[src/rtl/sevseg_pkg.sv]
// -----------------------------------------------------------------------------
// sevseg_pkg
//   Shared constants for the seven-segment display driver.
//   - SEG_A..SEG_G : bit positions of each segment inside a 7-bit segment word
//   - SEG_OFF      : segment word with every segment dark (active-high form)
//   - HEX_SEG_TABLE: active-high segment pattern for each hex digit 0..F
//   - hex_to_seg() : table lookup helper
// -----------------------------------------------------------------------------
package sevseg_pkg;

  localparam int SEG_A = 0;
  localparam int SEG_B = 1;
  localparam int SEG_C = 2;
  localparam int SEG_D = 3;
  localparam int SEG_E = 4;
  localparam int SEG_F = 5;
  localparam int SEG_G = 6;

  typedef logic [6:0] seg_t;

  localparam seg_t SEG_OFF = 7'h00;

  // Bit 0 = A ... bit 6 = G, 1 = lit.
  localparam seg_t HEX_SEG_TABLE [16] = '{
    7'h3F,  // 0 ABCDEF
    7'h06,  // 1 BC
    7'h5B,  // 2 ABDEG
    7'h4F,  // 3 ABCDG
    7'h66,  // 4 BCFG
    7'h6D,  // 5 ACDFG
    7'h7D,  // 6 ACDEFG
    7'h07,  // 7 ABC
    7'h7F,  // 8 ABCDEFG
    7'h6F,  // 9 ABCDFG
    7'h77,  // A ABCEFG
    7'h7C,  // b CDEFG
    7'h39,  // C ADEF
    7'h5E,  // d BCDEG
    7'h79,  // E ADEFG
    7'h71   // F AEFG
  };

  function automatic seg_t hex_to_seg(input logic [3:0] nibble);
    return HEX_SEG_TABLE[nibble];
  endfunction

endpackage

[src/rtl/seven_segment_mux_if.sv]
// -----------------------------------------------------------------------------
// seven_segment_mux_if
//   Bundles the application-side and display-side signals of seven_segment_mux.
//   Parameter NUM_DIGITS must match the driver instance.
//   i_value  : 4*NUM_DIGITS packed nibbles, nibble k = digit k (digit 0 rightmost)
//   i_dp     : decimal point per digit, 1 = lit
//   i_load   : capture i_value/i_dp into the pending register
//   i_blank  : 1 = all digit enables inactive, scan keeps running
//   o_seg    : segments bit0=A..bit6=G (board polarity)
//   o_dp     : decimal point (board polarity)
//   o_dig_en : one-hot digit enable (board polarity)
//   o_frame  : 1-cycle pulse when pending value becomes active
//   master = application/testbench side, slave = driver side.
// -----------------------------------------------------------------------------
interface seven_segment_mux_if #(
  parameter int NUM_DIGITS = 4
);
  logic [4*NUM_DIGITS-1:0] i_value;
  logic [NUM_DIGITS-1:0]   i_dp;
  logic                    i_load;
  logic                    i_blank;
  logic [6:0]              o_seg;
  logic                    o_dp;
  logic [NUM_DIGITS-1:0]   o_dig_en;
  logic                    o_frame;

  modport master (
    output i_value, i_dp, i_load, i_blank,
    input  o_seg, o_dp, o_dig_en, o_frame
  );

  modport slave (
    input  i_value, i_dp, i_load, i_blank,
    output o_seg, o_dp, o_dig_en, o_frame
  );
endinterface

[src/rtl/seven_segment_decode.sv]
// -----------------------------------------------------------------------------
// seven_segment_decode
//   Combinational hex nibble to active-high segment pattern.
//   i_nibble : 4-bit hex digit
//   o_seg    : segments bit0=A..bit6=G, 1 = lit
// -----------------------------------------------------------------------------
module seven_segment_decode
  import sevseg_pkg::*;
(
  input  logic [3:0] i_nibble,
  output seg_t       o_seg
);

  always_comb begin
    o_seg = hex_to_seg(i_nibble);
  end

endmodule

[src/rtl/seven_segment_mux.sv]
// -----------------------------------------------------------------------------
// seven_segment_mux
//   Time-multiplexed driver for a NUM_DIGITS seven-segment display. A value
//   loaded at any time is held in a pending register and only becomes visible
//   at a frame boundary, so a frame never mixes old and new digits. Each digit
//   slot starts with GUARD_CLKS clocks of all-enables-off to suppress ghosting.
//
//   Ports:
//     i_clk : system clock
//     i_rst : asynchronous active-high reset
//     bus   : seven_segment_mux_if.slave (value/dp/load/blank in,
//             seg/dp/dig_en/frame out, all outputs registered)
//
//   Optional feature: define SEVSEG_LZB_EN for leading-zero blanking. Digit k
//   (k >= 1) is blanked when nibbles k..NUM_DIGITS-1 are all zero; a blanked
//   digit with its dp set stays enabled with dark segments and the dp lit.
// -----------------------------------------------------------------------------
module seven_segment_mux
  import sevseg_pkg::*;
#(
  parameter int NUM_DIGITS     = 4,
  parameter int CLKS_PER_DIGIT = 25000,
  parameter int GUARD_CLKS     = 2,
  parameter int SEG_ACT_LOW    = 1,
  parameter int DIG_ACT_LOW    = 1
) (
  input  logic               i_clk,
  input  logic               i_rst,
  seven_segment_mux_if.slave bus
);

  localparam int TICK_W = (CLKS_PER_DIGIT > 1) ? $clog2(CLKS_PER_DIGIT) : 1;
  localparam int IDX_W  = (NUM_DIGITS > 1) ? $clog2(NUM_DIGITS) : 1;
  localparam int VAL_W  = 4 * NUM_DIGITS;

  localparam logic [TICK_W-1:0]     TICK_LAST = TICK_W'(CLKS_PER_DIGIT - 1);
  localparam logic [IDX_W-1:0]      IDX_LAST  = IDX_W'(NUM_DIGITS - 1);
  localparam logic [6:0]            SEG_IDLE  = (SEG_ACT_LOW != 0) ? 7'h7F : 7'h00;
  localparam logic                  DP_IDLE   = (SEG_ACT_LOW != 0);
  localparam logic [NUM_DIGITS-1:0] DIG_IDLE  = (DIG_ACT_LOW != 0) ? '1 : '0;

  logic [TICK_W-1:0]     tick_q,      tick_d;
  logic [IDX_W-1:0]      idx_q,       idx_d;
  logic [VAL_W-1:0]      pend_val_q,  pend_val_d;
  logic [NUM_DIGITS-1:0] pend_dp_q,   pend_dp_d;
  logic [VAL_W-1:0]      act_val_q,   act_val_d;
  logic [NUM_DIGITS-1:0] act_dp_q,    act_dp_d;
  logic [6:0]            seg_q,       seg_d;
  logic                  dp_q,        dp_d;
  logic [NUM_DIGITS-1:0] dig_en_q,    dig_en_d;
  logic                  frame_q,     frame_d;

  logic                  tick_last;
  logic                  frame_edge;
  logic                  in_guard;
  logic                  show;
  logic [3:0]            cur_nibble;
  seg_t                  dec_seg;
  seg_t                  seg_lit;
  logic                  dp_lit;
  logic [NUM_DIGITS-1:0] digit_blanked;
  logic [NUM_DIGITS-1:0] dig_on;

  assign tick_last  = (tick_q == TICK_LAST);
  assign frame_edge = tick_last && (idx_q == IDX_LAST);
  assign in_guard   = int'(tick_q) < GUARD_CLKS;
  assign show       = !in_guard && !bus.i_blank;
  assign cur_nibble = act_val_q[{idx_q, 2'b00} +: 4];

  seven_segment_decode u_decode (
    .i_nibble (cur_nibble),
    .o_seg    (dec_seg)
  );

`ifdef SEVSEG_LZB_EN
  // Walk from the most significant digit down; a digit is blanked while every
  // nibble from it upward is zero. Digit 0 always shows.
  always_comb begin
    logic all_zero;
    digit_blanked = '0;
    all_zero      = 1'b1;
    for (int k = NUM_DIGITS - 1; k >= 1; k--) begin
      all_zero         = all_zero && (act_val_q[4*k +: 4] == 4'h0);
      digit_blanked[k] = all_zero;
    end
  end
`else
  assign digit_blanked = '0;
`endif

  // A blanked digit keeps its enable only to show its decimal point.
  for (genvar gi = 0; gi < NUM_DIGITS; gi++) begin : g_dig
    assign dig_on[gi] = show && (idx_q == IDX_W'(gi)) &&
                        (!digit_blanked[gi] || act_dp_q[gi]);
  end

  always_comb begin
    tick_d = tick_last ? '0 : tick_q + 1'b1;
    idx_d  = idx_q;
    if (tick_last) begin
      idx_d = (idx_q == IDX_LAST) ? '0 : idx_q + 1'b1;
    end

    pend_val_d = bus.i_load ? bus.i_value : pend_val_q;
    pend_dp_d  = bus.i_load ? bus.i_dp    : pend_dp_q;

    // A load coinciding with the boundary goes straight to the display.
    act_val_d = act_val_q;
    act_dp_d  = act_dp_q;
    if (frame_edge) begin
      act_val_d = bus.i_load ? bus.i_value : pend_val_q;
      act_dp_d  = bus.i_load ? bus.i_dp    : pend_dp_q;
    end

    frame_d = frame_edge;

    // Active-high internally; board polarity applied just before the flops.
    seg_lit  = (in_guard || digit_blanked[idx_q]) ? SEG_OFF : dec_seg;
    dp_lit   = !in_guard && act_dp_q[idx_q];
    seg_d    = (SEG_ACT_LOW != 0) ? ~seg_lit : seg_lit;
    dp_d     = (SEG_ACT_LOW != 0) ? ~dp_lit  : dp_lit;
    dig_en_d = (DIG_ACT_LOW != 0) ? ~dig_on  : dig_on;
  end

  always_ff @(posedge i_clk or posedge i_rst) begin
    if (i_rst) begin
      tick_q     <= '0;
      idx_q      <= '0;
      pend_val_q <= '0;
      pend_dp_q  <= '0;
      act_val_q  <= '0;
      act_dp_q   <= '0;
      seg_q      <= SEG_IDLE;
      dp_q       <= DP_IDLE;
      dig_en_q   <= DIG_IDLE;
      frame_q    <= 1'b0;
    end else begin
      tick_q     <= tick_d;
      idx_q      <= idx_d;
      pend_val_q <= pend_val_d;
      pend_dp_q  <= pend_dp_d;
      act_val_q  <= act_val_d;
      act_dp_q   <= act_dp_d;
      seg_q      <= seg_d;
      dp_q       <= dp_d;
      dig_en_q   <= dig_en_d;
      frame_q    <= frame_d;
    end
  end

  assign bus.o_seg    = seg_q;
  assign bus.o_dp     = dp_q;
  assign bus.o_dig_en = dig_en_q;
  assign bus.o_frame  = frame_q;

endmodule

[src/flat_wrapper.sv]
// flat-port wrapper written by rule: the top's interface ports become plain ports
module seven_segment_mux_flat import sevseg_pkg::*;
#(
  parameter int NUM_DIGITS     = 4,
  parameter int CLKS_PER_DIGIT = 25000,
  parameter int GUARD_CLKS     = 2,
  parameter int SEG_ACT_LOW    = 1,
  parameter int DIG_ACT_LOW    = 1
)
  (i_clk, i_rst, bus_i_value, bus_i_dp, bus_i_load, bus_i_blank, bus_o_seg, bus_o_dp, bus_o_dig_en, bus_o_frame);
  seven_segment_mux_if #(.NUM_DIGITS(NUM_DIGITS)) bus_i ();
  input  logic i_clk;
  input  logic i_rst;
  input wire logic [$bits(bus_i.i_value)-1:0] bus_i_value;
  input wire logic [$bits(bus_i.i_dp)-1:0] bus_i_dp;
  input wire logic [$bits(bus_i.i_load)-1:0] bus_i_load;
  input wire logic [$bits(bus_i.i_blank)-1:0] bus_i_blank;
  output wire logic [$bits(bus_i.o_seg)-1:0] bus_o_seg;
  output wire logic [$bits(bus_i.o_dp)-1:0] bus_o_dp;
  output wire logic [$bits(bus_i.o_dig_en)-1:0] bus_o_dig_en;
  output wire logic [$bits(bus_i.o_frame)-1:0] bus_o_frame;
  assign bus_i.i_value = bus_i_value;
  assign bus_i.i_dp = bus_i_dp;
  assign bus_i.i_load = bus_i_load;
  assign bus_i.i_blank = bus_i_blank;
  assign bus_o_seg = bus_i.o_seg;
  assign bus_o_dp = bus_i.o_dp;
  assign bus_o_dig_en = bus_i.o_dig_en;
  assign bus_o_frame = bus_i.o_frame;
  seven_segment_mux #(.NUM_DIGITS(NUM_DIGITS), .CLKS_PER_DIGIT(CLKS_PER_DIGIT), .GUARD_CLKS(GUARD_CLKS), .SEG_ACT_LOW(SEG_ACT_LOW), .DIG_ACT_LOW(DIG_ACT_LOW)) u_core (.i_clk(i_clk), .i_rst(i_rst), .bus(bus_i));
endmodule
[config.mk]
export PLATFORM = sky130hd
export DESIGN_NAME = seven_segment_mux_flat
export DESIGN_NICKNAME = d
export VERILOG_FILES = /design/src/rtl/sevseg_pkg.sv /design/src/rtl/seven_segment_mux_if.sv /design/src/rtl/seven_segment_decode.sv /design/src/rtl/seven_segment_mux.sv /design/src/flat_wrapper.sv
export SDC_FILE = /design/constraint.sdc
export NUM_CORES = 1
export LEC_CHECK = 0
export BUFFER_PORTS_ARGS = -buffer_cell sky130_fd_sc_hd__buf_2
export CAP_MARGIN = 0
export CORE_MARGIN = 4
export CORE_UTILIZATION = 55
export CTS_BUF_LIST = sky130_fd_sc_hd__clkbuf_4 sky130_fd_sc_hd__clkbuf_8
export CTS_CLUSTER_DIAMETER = 80
export DETAILED_ROUTE_END_ITERATION = 8
export PLACE_DENSITY = 0.76
export SETUP_SLACK_MARGIN = 0.05
export SLEW_MARGIN = 20
export SYNTH_ARGS = -nofsm -noshare
export SYNTH_HDL_FRONTEND = slang
export SYNTH_SLANG_ARGS = --single-unit
[constraint.sdc]
create_clock -name i_clk -period 2.6 [get_ports i_clk]
set_input_delay 0.26 -clock i_clk [delete_from_list [all_inputs] [get_ports i_clk]]
set_output_delay 0.26 -clock i_clk [all_outputs]
set_load 0.005 [all_outputs]
==> metrics.csv <==
metric;value;unit
run_status;finished, final reports clean;
ys_ff_latch;70;
ys_types;35;
hp-start;bus_i_blank;
drt_iter0_drc;73;
drv_slew;0;
drive_gt1_share;43.48;%
synthMuxAreaShare;21.47;%
vias;1821;
ys_warn_count;0;
viasPerCell;5.233;
cts_buffers;9;
holdPathEnd;u_core.bus.o_dig_en[2];
syn2layout_area_growth;14.25;%
p_sw;0.4647;mW
num_rows;27;
cts_tree;built;
drc;0;
grt_overflow;0;
cp-end-kind;flip-flop;
worstPathRequired;2.88;ns
antenna_found_initial;0;
grt_max_degree;36;
cp_max_fo;9;
yosysTopAreaCellShare;46.03;%
avgRoutedWirePerCell;15.76;µm
fmax;476.4;MHz
p_leak;1.725;nW
design.core.area;5540;µm²
synth_compound_area_share;3.254;%
hold_violations;0;
worst_pin_slew;0.4695;ns
fin_nets;306;
fin_util;65.02;%
htreeDepth;3;
insertedDiodeCount;0;
crit_type;reg -> reg;
synth_top_family_by_area;multiplexers;
clock_skew;0.005601;ns
worstPathArrival;2.38;ns
clockRootBuffer;clkbuf_8;
placed_cell_area;3412;µm²
synth_most_common_cell;dfrtp_1;
synth_edf_count;0;
grt_usage;17.77;%
internal-power;1.673;mW
hpwl;3.814;mm
syn_avg_cell_area;13.95;µm²
critPathLaunchType;flip-flop;
drtPass1Iterations;4;
grt_pass1_wl;9.880;mm
reg2reg_from;u_core.tick_q[10];
ys_async_sr_fraction;100.0;%
io_pins;37;
cts.clk_slew.worst_paths;0.07;ns
synth_seq_area_share;56.03;%
ys_top_cells_by_area;dfrtp_1, dfstp_2, mux2_4;
clock_latency;0.34;ns
netlist.top_cell.by_area;dfrtp_1;
powerDensity;593.3;nW/µm²
yosys.area_share.simple;9.246;%
netlist_instances;226;
grt_pass1_vias;2015;
period_share;80.74;%
switching_share;21.74;%
setup_viol;0;
synthXorXnorAreaFrac;2.778;%
clkSinkCount;70;
netlist_area;3153;µm²
die-width;83.72;µm
rsz0062_at_grt;no;
ant_nets;0;
peakVddDrop;0.0003063;V
period_minus_slack;2.099;ns
combPwrFrac;8.1;%
worstReg2RegEnd;u_core.bus.o_dig_en[3];
drt_wl_total;5.485;mm
synthTopCellsByCount;dfrtp_1, mux2_2, mux2_4;
synthAdderAreaFrac;4.365;%
die-area;7008;µm²
clkPwrFrac;36.9;%
rrSetupSlack;0.50;ns
start_util;56.91;%
die_y;83.72;µm
relSlewSlack;68.46;%
portBuffers;36;
rr_worst_depth;4;
synth_ff_type;dfrtp_1;
gp_congestion;0.8467;
postLayoutCellArea;3602;µm²
clk_path_buf_depth;2;
max_cap_violations;0;
final.setup.tns;0;ns
min_path_cells;3;
syn_nets;261;
hp-class;in -> reg;
seq_power_share;55.0;%
## worst max-delay path, stage by stage, from the launching register on
cell and delay (ns):
dfrtp_1 0.42, or4_4 0.56, or4_1 0.73, nor2b_1 0.24, nand2_1 0.09
## layout make-up
| type | count | area, µm² |
|---|---|---|
| flip-flops and latches | 70 | 1767 |
| multi-input cells | 137 | 1296 |
| well taps | 72 | 90.09 |
| inverters | 11 | 41.29 |
| clock inverters | 1 | 5.005 |
| clock buffers | 15 | 175.2 |
| fillers | 412 | 1938 |
| repair buffers | 42 | 227.7 |
## worst max path at each step
stage	start	end	slack, ns
2_1_floorplan	u_core.idx_q[0]	u_core.bus.o_seg[3]	0.55
3_3_place_gp	u_core.tick_q[10]	u_core.bus.o_dig_en[1]	0.55
3_5_place_dp	u_core.tick_q[10]	u_core.bus.o_dig_en[3]	0.51
4_1_cts	u_core.tick_q[10]	u_core.bus.o_dig_en[3]	0.50
5_1_grt	u_core.idx_q[0]	u_core.bus.o_seg[3]	0.39
6_report	u_core.tick_q[10]	u_core.bus.o_dig_en[3]	0.50
## repair_timing
action | CTS | global route
hold endpoints to repair | 5 | 0
buffers inserted | 0 | 0
resized for setup | 0 | 0
hold buffers | 1 | 0
## routing by layer
metal	GRT usage [%]	vias up	share of wire, %
li1	-	884	-
met1	24.17	891	47
met2	27.40	34	46
met3	3.949	12	4.1
met4	7.895	0	2.2
met5	0	-	0
## state kept, by name, indices dropped and copies added (netlist names)
register and flops:
u_core.bus.o_frame 1, u_core.pend_dp_q 4, u_core.act_dp_q 4, u_core.idx_q 2
u_core.act_val_q 16, u_core.bus.o_dp 1, u_core.bus.o_dig_en 4, u_core.tick_q 15
u_core.bus.o_seg 7, u_core.pend_val_q 16
## power by group through the flow
stage          combinational [mW]  sequential, mW  clock, mW
3_3_place_gp                0.169            1.19          0
3_5_place_dp                0.175            1.19          0
5_1_grt                     0.196            1.18      0.858
4_1_cts                     0.177            1.17      0.810
6_report                    0.174            1.17      0.789
2_1_floorplan               0.119            1.19          0
## logic make-up (layout without fill, tap and decap cells)
logic type / Yosys count / in the layout
multiplexers: 48 / 48
AND/OR/NAND/NOR: 52 / 52
XOR/XNOR: 10 / 10
AO/OA/AOI/OAI: 16 / 16
adder cells (fa/ha/maj): 11 / 11
buffers and inverters: 19 / 69
flip-flops: 70 / 70
## layout by cell type (no fill, tap or decap), types with 2 or more instances in the layout
master and n:
a21oi_1 4, and3_1 4, buf_2 36, buf_4 5, clkbuf_4 5, clkbuf_8 10, dfrtp_1 58, dfstp_2 12
ha_1 11, inv_1 10, mux2_2 21, mux2_4 19, mux2i_1 2, mux4_2 6, nand2_1 13, nand2b_1 3
nand3_1 7, nand4_1 2, nor2_1 7, nor2b_1 3, o21ai_0 4, o221ai_1 5, or3_1 3, or4_1 3
xnor2_1 4, xor2_1 6
## stage by stage
stage	hold slack [ns]	cells	power [mW]	setup slack [ns]
global route	0.1620	348	2.235	0.3909
global placement	0.1996	331	1.361	0.5548
detailed placement	0.1993	331	1.369	0.5121
CTS	0.1514	348	2.162	0.4990
floorplan	0.3996	226	1.308	0.5519
finish	0.1628	348	2.137	0.5007
(Power assumes the default switching activity.)
